$ cat config.mk
export PLATFORM = sky130hd
export DESIGN_NAME = regfile_mp_flat
export DESIGN_NICKNAME = d
export VERILOG_FILES = /design/src/rtl/regfile_mp_if.sv /design/src/rtl/regfile_mp.sv /design/src/flat_wrapper.sv
export SDC_FILE = /design/constraint.sdc
export NUM_CORES = 1
export LEC_CHECK = 0
export CAP_MARGIN = 40
export CORE_AREA = 2 2 417 419
export CTS_CLUSTER_DIAMETER = 120
export CTS_CLUSTER_SIZE = 8
export DETAILED_ROUTE_END_ITERATION = 12
export DIE_AREA = 0 0 419 421
export REMOVE_ABC_BUFFERS = 1
export SLEW_MARGIN = 10
export SYNTH_ARGS = -nofsm -noshare
export SYNTH_HDL_FRONTEND = slang
export SYNTH_SLANG_ARGS = --single-unit
$ cat constraint.sdc
create_clock -name clk -period 2.9 [get_ports clk]
set_input_delay 0.435 -clock clk [delete_from_list [all_inputs] [get_ports clk]]
set_output_delay 0.435 -clock clk [all_outputs]
set_load 0.02 [all_outputs]
$ cat src/rtl/regfile_mp_if.sv
// regfile_mp_if: decode/writeback-side bundle for the regfile_mp register file.
// The master drives the read/write/mark requests. The slave (the register file)
// returns the registered read data, the busy flags and init_done.
interface regfile_mp_if #(
  parameter int XLEN  = 32,
  parameter int NREGS = 32
);
  localparam int AW = $clog2(NREGS);

  logic            rd_en;
  logic [AW-1:0]   rs1_addr;
  logic [AW-1:0]   rs2_addr;
  logic [XLEN-1:0] rs1_data;
  logic [XLEN-1:0] rs2_data;
  logic            wr_en;
  logic [AW-1:0]   wr_addr;
  logic [XLEN-1:0] wr_data;
  logic            init_done;
  logic            mark_en;
  logic [AW-1:0]   mark_addr;
  logic            rs1_busy;
  logic            rs2_busy;

  modport master (
    output rd_en, rs1_addr, rs2_addr, wr_en, wr_addr, wr_data, mark_en, mark_addr,
    input  rs1_data, rs2_data, init_done, rs1_busy, rs2_busy
  );

  modport slave (
    input  rd_en, rs1_addr, rs2_addr, wr_en, wr_addr, wr_data, mark_en, mark_addr,
    output rs1_data, rs2_data, init_done, rs1_busy, rs2_busy
  );
endinterface

$ cat src/rtl/regfile_mp.sv
// regfile_mp: parametrised 2-read/1-write integer register file for the decode stage.
// - Registered reads under rd_en, so a low rd_en stalls the outputs.
// - Same-cycle write-to-read bypass.
// - Optional hardwired-zero x0.
// - A post-reset sequencer clears the array one entry per cycle and then raises init_done.
// - The array itself has no reset, so it can map onto RAM.
// Optional feature: define REGFILE_SCOREBOARD_EN to keep a per-register busy bit.
// mark_en sets the bit and an accepted write clears it. Without the macro,
// rs1_busy/rs2_busy read as 0 and the mark inputs are ignored.
module regfile_mp #(
  parameter int XLEN     = 32,
  parameter int NREGS    = 32,
  parameter int ZERO_REG = 1
) (
  input  logic          clk,
  input  logic          rst,
  regfile_mp_if.slave   bus
);
  localparam int            AW       = $clog2(NREGS);
  localparam logic [AW:0]   NREGS_W  = (AW+1)'(NREGS);
  localparam logic [AW-1:0] LAST_IDX = AW'(NREGS - 1);

  typedef enum logic {CLEAR, READY} state_t;

  state_t          state;
  logic [AW-1:0]   clr_idx;
  logic [XLEN-1:0] mem [NREGS];
  logic            wr_ok;
  logic [XLEN-1:0] rs1_nxt;
  logic [XLEN-1:0] rs2_nxt;
  logic            rs1_busy_nxt;
  logic            rs2_busy_nxt;

  // True for an address that names real, writable storage.
  // This excludes out-of-range addresses and the hardwired zero register.
  function automatic logic addr_live(input logic [AW-1:0] a);
    return ({1'b0, a} < NREGS_W) && !((ZERO_REG != 0) && (a == '0));
  endfunction

  assign wr_ok = bus.wr_en && (state == READY) && addr_live(bus.wr_addr);

  // Next read values.
  // Dead addresses and the CLEAR phase read as zero. Otherwise a same-cycle
  // accepted write to the same address bypasses the array.
  always_comb begin
    rs1_nxt = '0;
    rs2_nxt = '0;
    if (addr_live(bus.rs1_addr) && (state == READY)) begin
      if (wr_ok && (bus.wr_addr == bus.rs1_addr)) rs1_nxt = bus.wr_data;
      else                                        rs1_nxt = mem[bus.rs1_addr];
    end
    if (addr_live(bus.rs2_addr) && (state == READY)) begin
      if (wr_ok && (bus.wr_addr == bus.rs2_addr)) rs2_nxt = bus.wr_data;
      else                                        rs2_nxt = mem[bus.rs2_addr];
    end
  end

  // Storage array without a reset.
  // The clear sequencer owns the write port during CLEAR; writeback owns it afterwards.
  always_ff @(posedge clk) begin
    if (state == CLEAR) mem[clr_idx] <= '0;
    else if (wr_ok)     mem[bus.wr_addr] <= bus.wr_data;
  end

`ifdef REGFILE_SCOREBOARD_EN
  logic [NREGS-1:0] busy;
  logic             mark_ok;

  assign mark_ok = bus.mark_en && addr_live(bus.mark_addr);

  // Busy bits.
  // Everything is cleared while the array clears. A new producer's mark is
  // applied after a same-cycle write clear, so the mark wins.
  always_ff @(posedge clk or posedge rst) begin
    if (rst) begin
      busy <= '0;
    end else if (state == CLEAR) begin
      busy <= '0;
    end else begin
      if (wr_ok)   busy[bus.wr_addr]   <= 1'b0;
      if (mark_ok) busy[bus.mark_addr] <= 1'b1;
    end
  end

  // Busy as seen by a reader: after a same-cycle write clear, before a same-cycle mark.
  always_comb begin
    rs1_busy_nxt = 1'b0;
    rs2_busy_nxt = 1'b0;
    if (addr_live(bus.rs1_addr) && (state == READY) &&
        !(wr_ok && (bus.wr_addr == bus.rs1_addr)))
      rs1_busy_nxt = busy[bus.rs1_addr];
    if (addr_live(bus.rs2_addr) && (state == READY) &&
        !(wr_ok && (bus.wr_addr == bus.rs2_addr)))
      rs2_busy_nxt = busy[bus.rs2_addr];
  end
`else
  logic unused_mark;

  assign unused_mark  = ^{bus.mark_en, bus.mark_addr};
  assign rs1_busy_nxt = 1'b0;
  assign rs2_busy_nxt = 1'b0;
`endif

  // Clear sequencer FSM and registered read outputs.
  // init_done rises on the edge that clears the last entry.
  always_ff @(posedge clk or posedge rst) begin
    if (rst) begin
      state         <= CLEAR;
      clr_idx       <= '0;
      bus.init_done <= 1'b0;
      bus.rs1_data  <= '0;
      bus.rs2_data  <= '0;
      bus.rs1_busy  <= 1'b0;
      bus.rs2_busy  <= 1'b0;
    end else begin
      case (state)
        CLEAR: begin
          clr_idx <= clr_idx + 1'b1;
          if (clr_idx == LAST_IDX) begin
            state         <= READY;
            bus.init_done <= 1'b1;
          end
        end
        READY:   state <= READY;
        default: state <= CLEAR;
      endcase
      if (bus.rd_en) begin
        bus.rs1_data <= rs1_nxt;
        bus.rs2_data <= rs2_nxt;
        bus.rs1_busy <= rs1_busy_nxt;
        bus.rs2_busy <= rs2_busy_nxt;
      end
    end
  end

`ifndef SYNTHESIS
  // Trace of every write the array actually accepts.
  always @(posedge clk) begin
    if (!rst && wr_ok) $display("%m: write x%0d <= 0x%h", bus.wr_addr, bus.wr_data);
  end
`endif
endmodule

$ cat src/flat_wrapper.sv
// flat-port wrapper written by rule: the top's interface ports become plain ports
module regfile_mp_flat 
#(
  parameter int XLEN     = 32,
  parameter int NREGS    = 32,
  parameter int ZERO_REG = 1
)
  (clk, rst, bus_rd_en, bus_rs1_addr, bus_rs2_addr, bus_wr_en, bus_wr_addr, bus_wr_data, bus_mark_en, bus_mark_addr, bus_rs1_data, bus_rs2_data, bus_init_done, bus_rs1_busy, bus_rs2_busy);
  regfile_mp_if #(.XLEN(XLEN), .NREGS(NREGS)) bus_i ();
  input  logic clk;
  input  logic rst;
  input wire logic [$bits(bus_i.rd_en)-1:0] bus_rd_en;
  input wire logic [$bits(bus_i.rs1_addr)-1:0] bus_rs1_addr;
  input wire logic [$bits(bus_i.rs2_addr)-1:0] bus_rs2_addr;
  input wire logic [$bits(bus_i.wr_en)-1:0] bus_wr_en;
  input wire logic [$bits(bus_i.wr_addr)-1:0] bus_wr_addr;
  input wire logic [$bits(bus_i.wr_data)-1:0] bus_wr_data;
  input wire logic [$bits(bus_i.mark_en)-1:0] bus_mark_en;
  input wire logic [$bits(bus_i.mark_addr)-1:0] bus_mark_addr;
  output wire logic [$bits(bus_i.rs1_data)-1:0] bus_rs1_data;
  output wire logic [$bits(bus_i.rs2_data)-1:0] bus_rs2_data;
  output wire logic [$bits(bus_i.init_done)-1:0] bus_init_done;
  output wire logic [$bits(bus_i.rs1_busy)-1:0] bus_rs1_busy;
  output wire logic [$bits(bus_i.rs2_busy)-1:0] bus_rs2_busy;
  assign bus_i.rd_en = bus_rd_en;
  assign bus_i.rs1_addr = bus_rs1_addr;
  assign bus_i.rs2_addr = bus_rs2_addr;
  assign bus_i.wr_en = bus_wr_en;
  assign bus_i.wr_addr = bus_wr_addr;
  assign bus_i.wr_data = bus_wr_data;
  assign bus_i.mark_en = bus_mark_en;
  assign bus_i.mark_addr = bus_mark_addr;
  assign bus_rs1_data = bus_i.rs1_data;
  assign bus_rs2_data = bus_i.rs2_data;
  assign bus_init_done = bus_i.init_done;
  assign bus_rs1_busy = bus_i.rs1_busy;
  assign bus_rs2_busy = bus_i.rs2_busy;
  regfile_mp #(.XLEN(XLEN), .NREGS(NREGS), .ZERO_REG(ZERO_REG)) u_core (.clk(clk), .rst(rst), .bus(bus_i));
endmodule
Word level (Yosys, flattened, before mapping)
Memories as Yosys holds them, arrays and structs flattened.
Index checks and enable logic that the tools add are counted.
Word-level totals
  RAM bits: 1024
  flip-flop bits (word level): 71
  output and inout port bits: 67
  memories: 1
Memory list
  u_core.mem: words 32, width 32, rd ports 2, clocked after Yosys merged registers in 0, write ports 1, RTL line regfile_mp.sv:27  | logic [XLEN-1:0] mem [NREGS];
Cells by class
  reductions and logical operators: 14
  multiplexer cells: 13
  eq/ne operators: 3
  add/sub/neg operators: 1
  bitwise logic cells: 1
Operators with widths (number)
  32-bit 2-to-1 mux: 5
  32-bit OR reduction: 1
  5-bit logical NOT: 3
  5-bit == test: 2
  1-bit logical AND: 6
  1-bit 2-to-1 mux: 6
  5-bit by 1-bit adder with 5-bit output (second input constant): 1
  5-bit == test (second input constant): 1
  5-bit 2-to-1 mux: 1
  1-bit logical NOT: 3
  1-bit one-hot mux with 2 select lines: 1
  2-bit AND reduction: 1
  1-bit inverter: 1

Depth between registers and ports, before layout
Gate-level depths: netlist of the first run.
  depth after elaboration: 8
  gate-level depth with buffers: 10
  depth with buffers taken out: 5

Worst setup path before layout of the first run
OpenSTA, ideal clock, no wires.
  kind: input to register
  start point: in bus_wr_addr[4]
  end point: mem u_core.mem[0][0] (enable)
  cell stages on the path: 6
  path buffers: 1
  data arrival time: 2816 ps
  setup time: 421 ps
  slack: -337 ps
  data required time: 2479 ps
  cells stage by stage: nor3_1 > a21o_1 > buf_2 > mux2i_1 > nand3_1 > nor2_1
On the way
  word-level cells in the longest chain between the ends: 8
  elaborated cells on any way between the ends: 9
Ends and longest elaborated chain
  start, declared: RTL line flat_wrapper.sv:16  | input wire logic [$bits(bus_i.wr_addr)-1:0] bus_wr_addr;
  5-bit logical NOT: RTL line regfile_mp.sv:37  | return ({1'b0, a} < NREGS_W) && !((ZERO_REG != 0) && (a == '0));
  1-bit logical NOT: RTL line regfile_mp.sv:37
  1-bit logical AND: RTL line regfile_mp.sv:40  | assign wr_ok = bus.wr_en && (state == READY) && addr_live(bus.wr_addr);
  1-bit 2-to-1 mux: RTL line regfile_mp.sv:62  | else if (wr_ok) mem[bus.wr_addr] <= bus.wr_data;
  1-bit 2-to-1 mux: RTL line regfile_mp.sv:61  | if (state == CLEAR) mem[clr_idx] <= '0;
  1-bit 2-to-1 mux (not written as such): RTL line regfile_mp.sv:62
  32-bit OR reduction (no line)
  5-bit 2-to-1 mux (no line) / 1-bit 2-to-1 mux (equally long branches)
  end, declared: RTL line regfile_mp.sv:27
Several ways; a longest one is shown, not always the timed one.

Worst setup path after layout of the first run
  start point: reg u_core.bus.rs2_data[24]
  end point: out bus_rs2_data[24]
RTL lines
  start, declared: RTL line regfile_mp_if.sv:31  | output rs1_data, rs2_data, init_done, rs1_busy, rs2_busy
  start signal, assigned: RTL line regfile_mp.sv:129  | bus.rs2_data <= rs2_nxt;
  end, declared: RTL line flat_wrapper.sv:21  | output wire logic [$bits(bus_i.rs2_data)-1:0] bus_rs2_data;
No word-level cell between the ends.

==> results_dict.tcl, run 1 <==
set metrics [dict create \
    top_layer "met4" \
    layout.nets 3278 \
    top_level_ports 124 \
    slew_viol_final 0 \
    final_common_cell "edfxtp_1" \
    grt_first_pass_wirelength_um 247800 \
    synth_cells 2872 \
    cp_cell_sequence "clkdlybuf4s50_1" \
    hold_path.class "primary input to async pin" \
    syn_avg_cell_area_um2 17.87 \
    htree_levels 4 \
    finClkSkew_ns 0.03237 \
    avgRoutedWirePerCell_um 30.90 \
    power_leakage_nw 22.59 \
    crit_buf_inv 1 \
    peakVddDrop_mv 0.5599 \
    drc 0 \
    setup_tns_ns 0 \
    period_minus_slack_ns 2.381 \
    cts_root_buf "clkbuf_16" \
    cp_data_arrival_time_ns 1.95 \
    netlist_area_um2 51310 \
    drt-met1-wl_um 67530 \
    met3_wirelength_um 14180 \
    crit_fanout 2 \
    wl_um 175300 \
    crit_type "register to output port" \
    r2r-start "u_core.state" \
    overflow 0 \
    cap_violations 0 \
    timing.final.crit_share_pct 82.11 \
    synth_edf_count 1024 \
    clock_sinks 1095 \
    worst_pin_slew_ns 0.8466 \
    postCtsSetupBuffers 0 \
    crit_start "u_core.bus.rs2_data[24]" \
    clk_pin_slew_ns 0.05 \
    slew_headroom_pct 43.53 \
    ys.flop_type "edfxtp_1" \
    timing_hold_violations_final 0 \
    synth_warnings 0 \
    grt_usage_pct 19.63 \
    die_x_um 419 \
    r2r_cells 7 \
    cp-end-kind "output port" \
    grt_max_degree 65 \
    seq_area_frac_synth_pct 63.39 \
    slowest_stage "clkdlybuf4s50_1" \
    crit_end "bus_rs2_data[24]" \
    synth.distinct_cells 54 \
    powerDensity_nw_per_um2 605.3 \
    core_area_um2 172500 \
    drtIter0Drc 3851 \
    cts_buffers 154 \
    die_h_um 421 \
    grt_setup_unrepaired "false" \
    clk_latency_ns 0.78 \
    die_area_um2 176400 \
    num_rows 153 \
    viasPerCell 5.656 \
    vias 32090 \
    grt_pass1_vias 32930 \
    cts_buffer_depth 3 \
    crit_path_start_kind "register" \
    async_reset_ff_share_pct 6.484 \
    r2r_end "u_core.bus.rs1_data[4]" \
    area_delta_synth_final_pct 23.44 \
    ant_nets 0 \
    hold_buffers 0 \
    max_stage_delay_ns 0.67 \
    ctsResizeCount 0 \
    cts_tree "yes" \
    setup-violations-final 0 \
    gp_congestion 0.8446 \
    cp_top_family "buffers and inverters" \
    port_buffers 115 \
    grt_antenna_before_repair 8 \
    critical_path_depth 1 \
    wl_met2_um 86740 \
    ys_seq_elements 1095 \
    stdcell_area_um2 63340 \
    fmax_mhz 419.9 \
    drtPass1Iterations 5 \
    worstPathRequired_ns 2.47 \
    start_util_pct 29.75 \
    drive_above_1_share_pct 28.78 \
    mostFrequentLayoutCells "edfxtp_1, mux4_2, mux2i_1, buf_4, clkbuf_16" \
    dp_hpwl_um 111800 \
    place_area_um2 58720 \
    rrSetupSlack_ns 0.62 \
    status "finished clean" \
]
-- Yosys cell counts (all sizes together) (8+ instances only) --
| cell type | n | area share, % |
|---|---|---|
| a2111oi | 19 | 0.32 |
| a211o | 35 | 0.60 |
| a211oi | 42 | 0.61 |
| a21o | 20 | 0.29 |
| a21oi | 82 | 0.80 |
| a221oi | 75 | 1.3 |
| a22o | 54 | 0.92 |
| a22oi | 84 | 1.2 |
| a31oi | 15 | 0.18 |
| and2 | 36 | 0.44 |
| and3 | 11 | 0.13 |
| buf | 131 | 1.4 |
| clkbuf | 107 | 0.78 |
| dfrtp | 71 | 3.5 |
| edfxtp | 1024 | 60 |
| mux2 | 33 | 0.72 |
| mux2i | 321 | 6.3 |
| mux4 | 386 | 17 |
| nand2 | 30 | 0.22 |
| nand3 | 16 | 0.16 |
| nor2 | 47 | 0.34 |
| nor2b | 46 | 0.56 |
| nor3 | 15 | 0.15 |
| nor4b | 18 | 0.31 |
| o21ai | 57 | 0.56 |
| o221ai | 15 | 0.26 |
| o22ai | 9 | 0.11 |
| or3 | 17 | 0.21 |
| xnor2 | 8 | 0.14 |
-- cells by family (layout without fill, tap and decap cells) --
| kind of cell | count (synthesis) | in the layout | synth area share (%) |
|---|---|---|---|
| xor+xnor | 13 | 13 | 0.2219 |
| buf+inv | 244 | 717 | 2.187 |
| fa+ha+maj | 2 | 2 | 0.04876 |
| simple gates | 256 | 256 | 2.821 |
| other cells | 1 | 4 | 0.007308 |
| mux | 740 | 740 | 23.93 |
| compound gates | 521 | 521 | 7.393 |
| flops | 1095 | 1095 | 63.39 |
-- worst min-delay path by stage --
stage / start / depth (start not counted) / to
6_report: rst / 2 / u_core.bus.rs2_data[10]
5_1_grt: rst / 2 / u_core.bus.rs2_data[10]
4_1_cts: rst / 2 / u_core.bus.rs1_data[10]
3_5_place_dp: u_core.bus.init_done / 1 / u_core.bus.init_done
3_3_place_gp: u_core.bus.init_done / 1 / u_core.bus.init_done
2_1_floorplan: u_core.clr_idx[3] / 1 / u_core.clr_idx[3]
-- power by group --
| group | internal [mW] | total, mW | leakage (nW) | switching, mW |
|---|---|---|---|---|
| combinational | 1.52 | 3.56 | 8.89 | 2.04 |
| sequential | 17.5 | 17.6 | 11.5 | 0.142 |
| clock | 10.1 | 17.2 | 2.18 | 7.02 |
-- final cells by class --
cell class,instances,area (µm²)
fill,15790,109100
clock buffer,270,4332
clock inverter,13,284.0
tap,2325,2909
timing repair buffer,428,5245
antenna,2,5.005
inverter,6,26.28
sequential,1095,32530
multi-input combinational,1534,18010
-- registers in the layout, indices dropped and copies added (netlist names) --
signal and count:
u_core.bus.rs2_data 32, u_core.state 1, u_core.clr_idx 5, u_core.bus.init_done 1, u_core.bus.rs1_data 32, u_core.mem 1024
-- per-layer routing --
| metal | GRT usage [%] | vias to the layer above |
|---|---|---|
| li1 | - | 12990 |
| met5 | 0 | - |
| met1 | 24.80 | 17030 |
| met3 | 4.021 | 346 |
| met4 | 7.816 | 0 |
| met2 | 32.85 | 1723 |
-- worst reg2reg max path, delay by kind of cell, from the launching register on --
family / cells / cell delay [ns]
simple gates: 2 / 0.35
buf+inv: 2 / 0.42
flops: 1 / 0.36
compound gates: 3 / 1.07
-- through the flow --
stage	util, %	hold WS (ns)	setup slack, ns	instances	power [mW]
after floorplan	-	0.4802	-0.9103	2635	19.36
after CTS	36.72	0.1308	0.4397	5671	38.59
after detailed placement	34.04	0.4653	-0.06346	5388	21.49
after global routing	36.72	0.1619	0.4515	5672	39.45
final	36.72	0.1369	0.5187	5673	38.34
after global placement	34.03	0.4577	-0.1506	5387	21.47
(Power assumes the default switching activity.)
==> inputs of run 2 (changes only) <==
==> constraint.sdc (replaced) <==
create_clock -name clk -period 2.2 [get_ports clk]
set_input_delay 0.33 -clock clk [delete_from_list [all_inputs] [get_ports clk]]
set_output_delay 0.33 -clock clk [all_outputs]
set_load 0.02 [all_outputs]
==> results_dict.tcl, run 2 (synthesized netlist as in run 1, its figures left out) <==
set metrics [dict create \
    post-route-util_pct 38.00 \
    gp_congestion 0.8799 \
    die_h_um 421 \
    final_common_cell "edfxtp_1" \
    dp_hpwl_um 124600 \
    crit_top_cell "buf_6" \
    vias 33230 \
    violations "hold timing" \
    cp_data_arrival_time_ns 2.66 \
    rrSetupSlack_ns 0.02 \
    peakVddDrop_mv 0.7359 \
    slew_viol_final 0 \
    drtPass1Iterations 8 \
    n_fill_cell 15630 \
    drtIter0Drc 3896 \
    powerDensity_nw_per_um2 769.8 \
    crit_type "register to register" \
    die_x_um 419 \
    start_util_pct 29.75 \
    worstPathRequired_ns 2.68 \
    die_area_um2 176400 \
    power_leakage_nw 23.84 \
    hold_ws_ns -0.006563 \
    worst_pin_slew_ns 0.7329 \
    cts_root_buf "clkbuf_16" \
    cts_buffers 154 \
    hold_path.class "primary input to async pin" \
    ant_nets 0 \
    period_minus_slack_ns 2.179 \
    stdcell_area_um2 65550 \
    fmax_mhz 458.8 \
    power_mw 50.46 \
    drive_above_1_share_pct 33.29 \
    r2r_end "u_core.mem[2][12]" \
    setup_tns_ns 0 \
    viasPerCell 5.680 \
    place_area_um2 60320 \
    port_buffers 115 \
    drc 0 \
    setup-violations-final 0 \
    largest_registers "u_core.mem x1024, u_core.bus.rs1_data x32, u_core.bus.rs2_data x32" \
    top_register "u_core.mem" \
    num_rows 153 \
    max_stage_delay_ns 0.35 \
    grt_antenna_before_repair 4 \
    area_delta_synth_final_pct 27.75 \
    dp.cells 5555 \
    wl_um 184300 \
    crit_fanout 12 \
    cts_buffer_depth 3 \
    crit_path_start_kind "register" \
    r2r_cells 10 \
    grt_max_degree 72 \
    clk_pin_slew_ns 0.05 \
    clock_sinks 1095 \
    mostFrequentLayoutCells "edfxtp_1, mux4_2, mux2i_1, buf_4, buf_12" \
    cts_tree "yes" \
    hold_buffers 0 \
    place_ws_ns -0.7416 \
    overflow 0 \
    status "finished with violations" \
    crit_start "u_core.state" \
    top_level_ports 124 \
    layout.nets 3476 \
    core_area_um2 172500 \
    slew_headroom_pct 51.14 \
    cap_violations 0 \
    htree_levels 4 \
    grt_setup_unrepaired "true" \
    timing_hold_violations_final 3 \
    clk_latency_ns 0.78 \
    r2r-start "u_core.state" \
    timing.final.crit_share_pct 99.07 \
    grt_usage_pct 20.34 \
    slowest_stage "dfrtp_1" \
    largest_reg_flops 1024 \
    final_cell_count_no_fill 5851 \
    grt_pass1_vias 33590 \
    cp_cell_sequence "nand2_1 -> a21o_4 -> buf_4 -> a32oi_2 -> buf_6 -> nand3_2 -> buf_6 -> nor2_4 -> buf_12 -> clkbuf_16" \
    finalWorstSetupSlack_ns 0.02050 \
    grt_first_pass_wirelength_um 255300 \
    finClkSkew_ns 0.02350 \
    avgRoutedWirePerCell_um 31.50 \
    cp-end-kind "register" \
]
## run 2: changes by cell type in the layout (fill, tap and decap cells not counted), moves of 4 or more
cell and change:
clkbuf_1 -18, a2111oi_0 -4, nand3_1 -6, clkdlybuf4s50_1 -20, buf_6 +18, buf_12 +39
dlygate4sd2_1 +20, buf_4 +127, clkbuf_16 +9
## run 2: report_power, final
| part | switching [mW] | internal (mW) |
|---|---|---|
| clock network | 9.00 | 13.1 |
| logic | 2.87 | 2.28 |
| registers | 0.165 | 23.0 |
| total | 12.0 | 38.4 |
## run 2: cell type report
cell class | count | area, µm² | area share (%)
Sequential cell | 1095 | 32530 | 49.62
Multi-Input combinational cell | 1534 | 18120 | 27.65
Timing Repair Buffer | 626 | 7522 | 11.48
Clock buffer | 251 | 4239 | 6.467
Tap cell | 2325 | 2909 | 4.438
Clock inverter | 12 | 200.2 | 0.3054
Inverter | 6 | 26.28 | 0.04008
Antenna cell | 2 | 5.005 | 0.007635
## run 2: per-layer routing
layer	GRT usage, %	wire (µm)
met3	3.618	14840
met4	9.422	9309
met5	0	0
met2	34.34	91670
met1	25.29	68480
## run 2: what timing repair did
action | CTS | global route
pin swaps | 3 | 4
setup endpoints to repair | 318 | 267
gates resized for setup | 39 | 28
buffers inserted | 4 | 12
hold endpoints to repair | 0 | 0
cloned | 3 | 12
## run 2: how the worst max path moves through the flow
stage                              endpoint  slack (ns)  depth (start not counted)
floorplan           u_core.bus.rs2_data[24]       -1.61                          5
global placement         u_core.mem[24][17]       -0.84                          9
detailed placement        u_core.mem[24][7]       -0.74                          9
CTS                         bus_rs2_data[7]       0.004                          1
global route              u_core.mem[2][12]       -0.06                         10
finish                    u_core.mem[2][12]        0.02                         10
## run 2: critical path, delay by kind of cell (launching register included)
kind,cells,cell delay (ns)
buffers and inverters,5,0.82
AOI/OAI and AO/OA,2,0.39
and+or+nand+nor,3,0.30
DFF,1,0.35
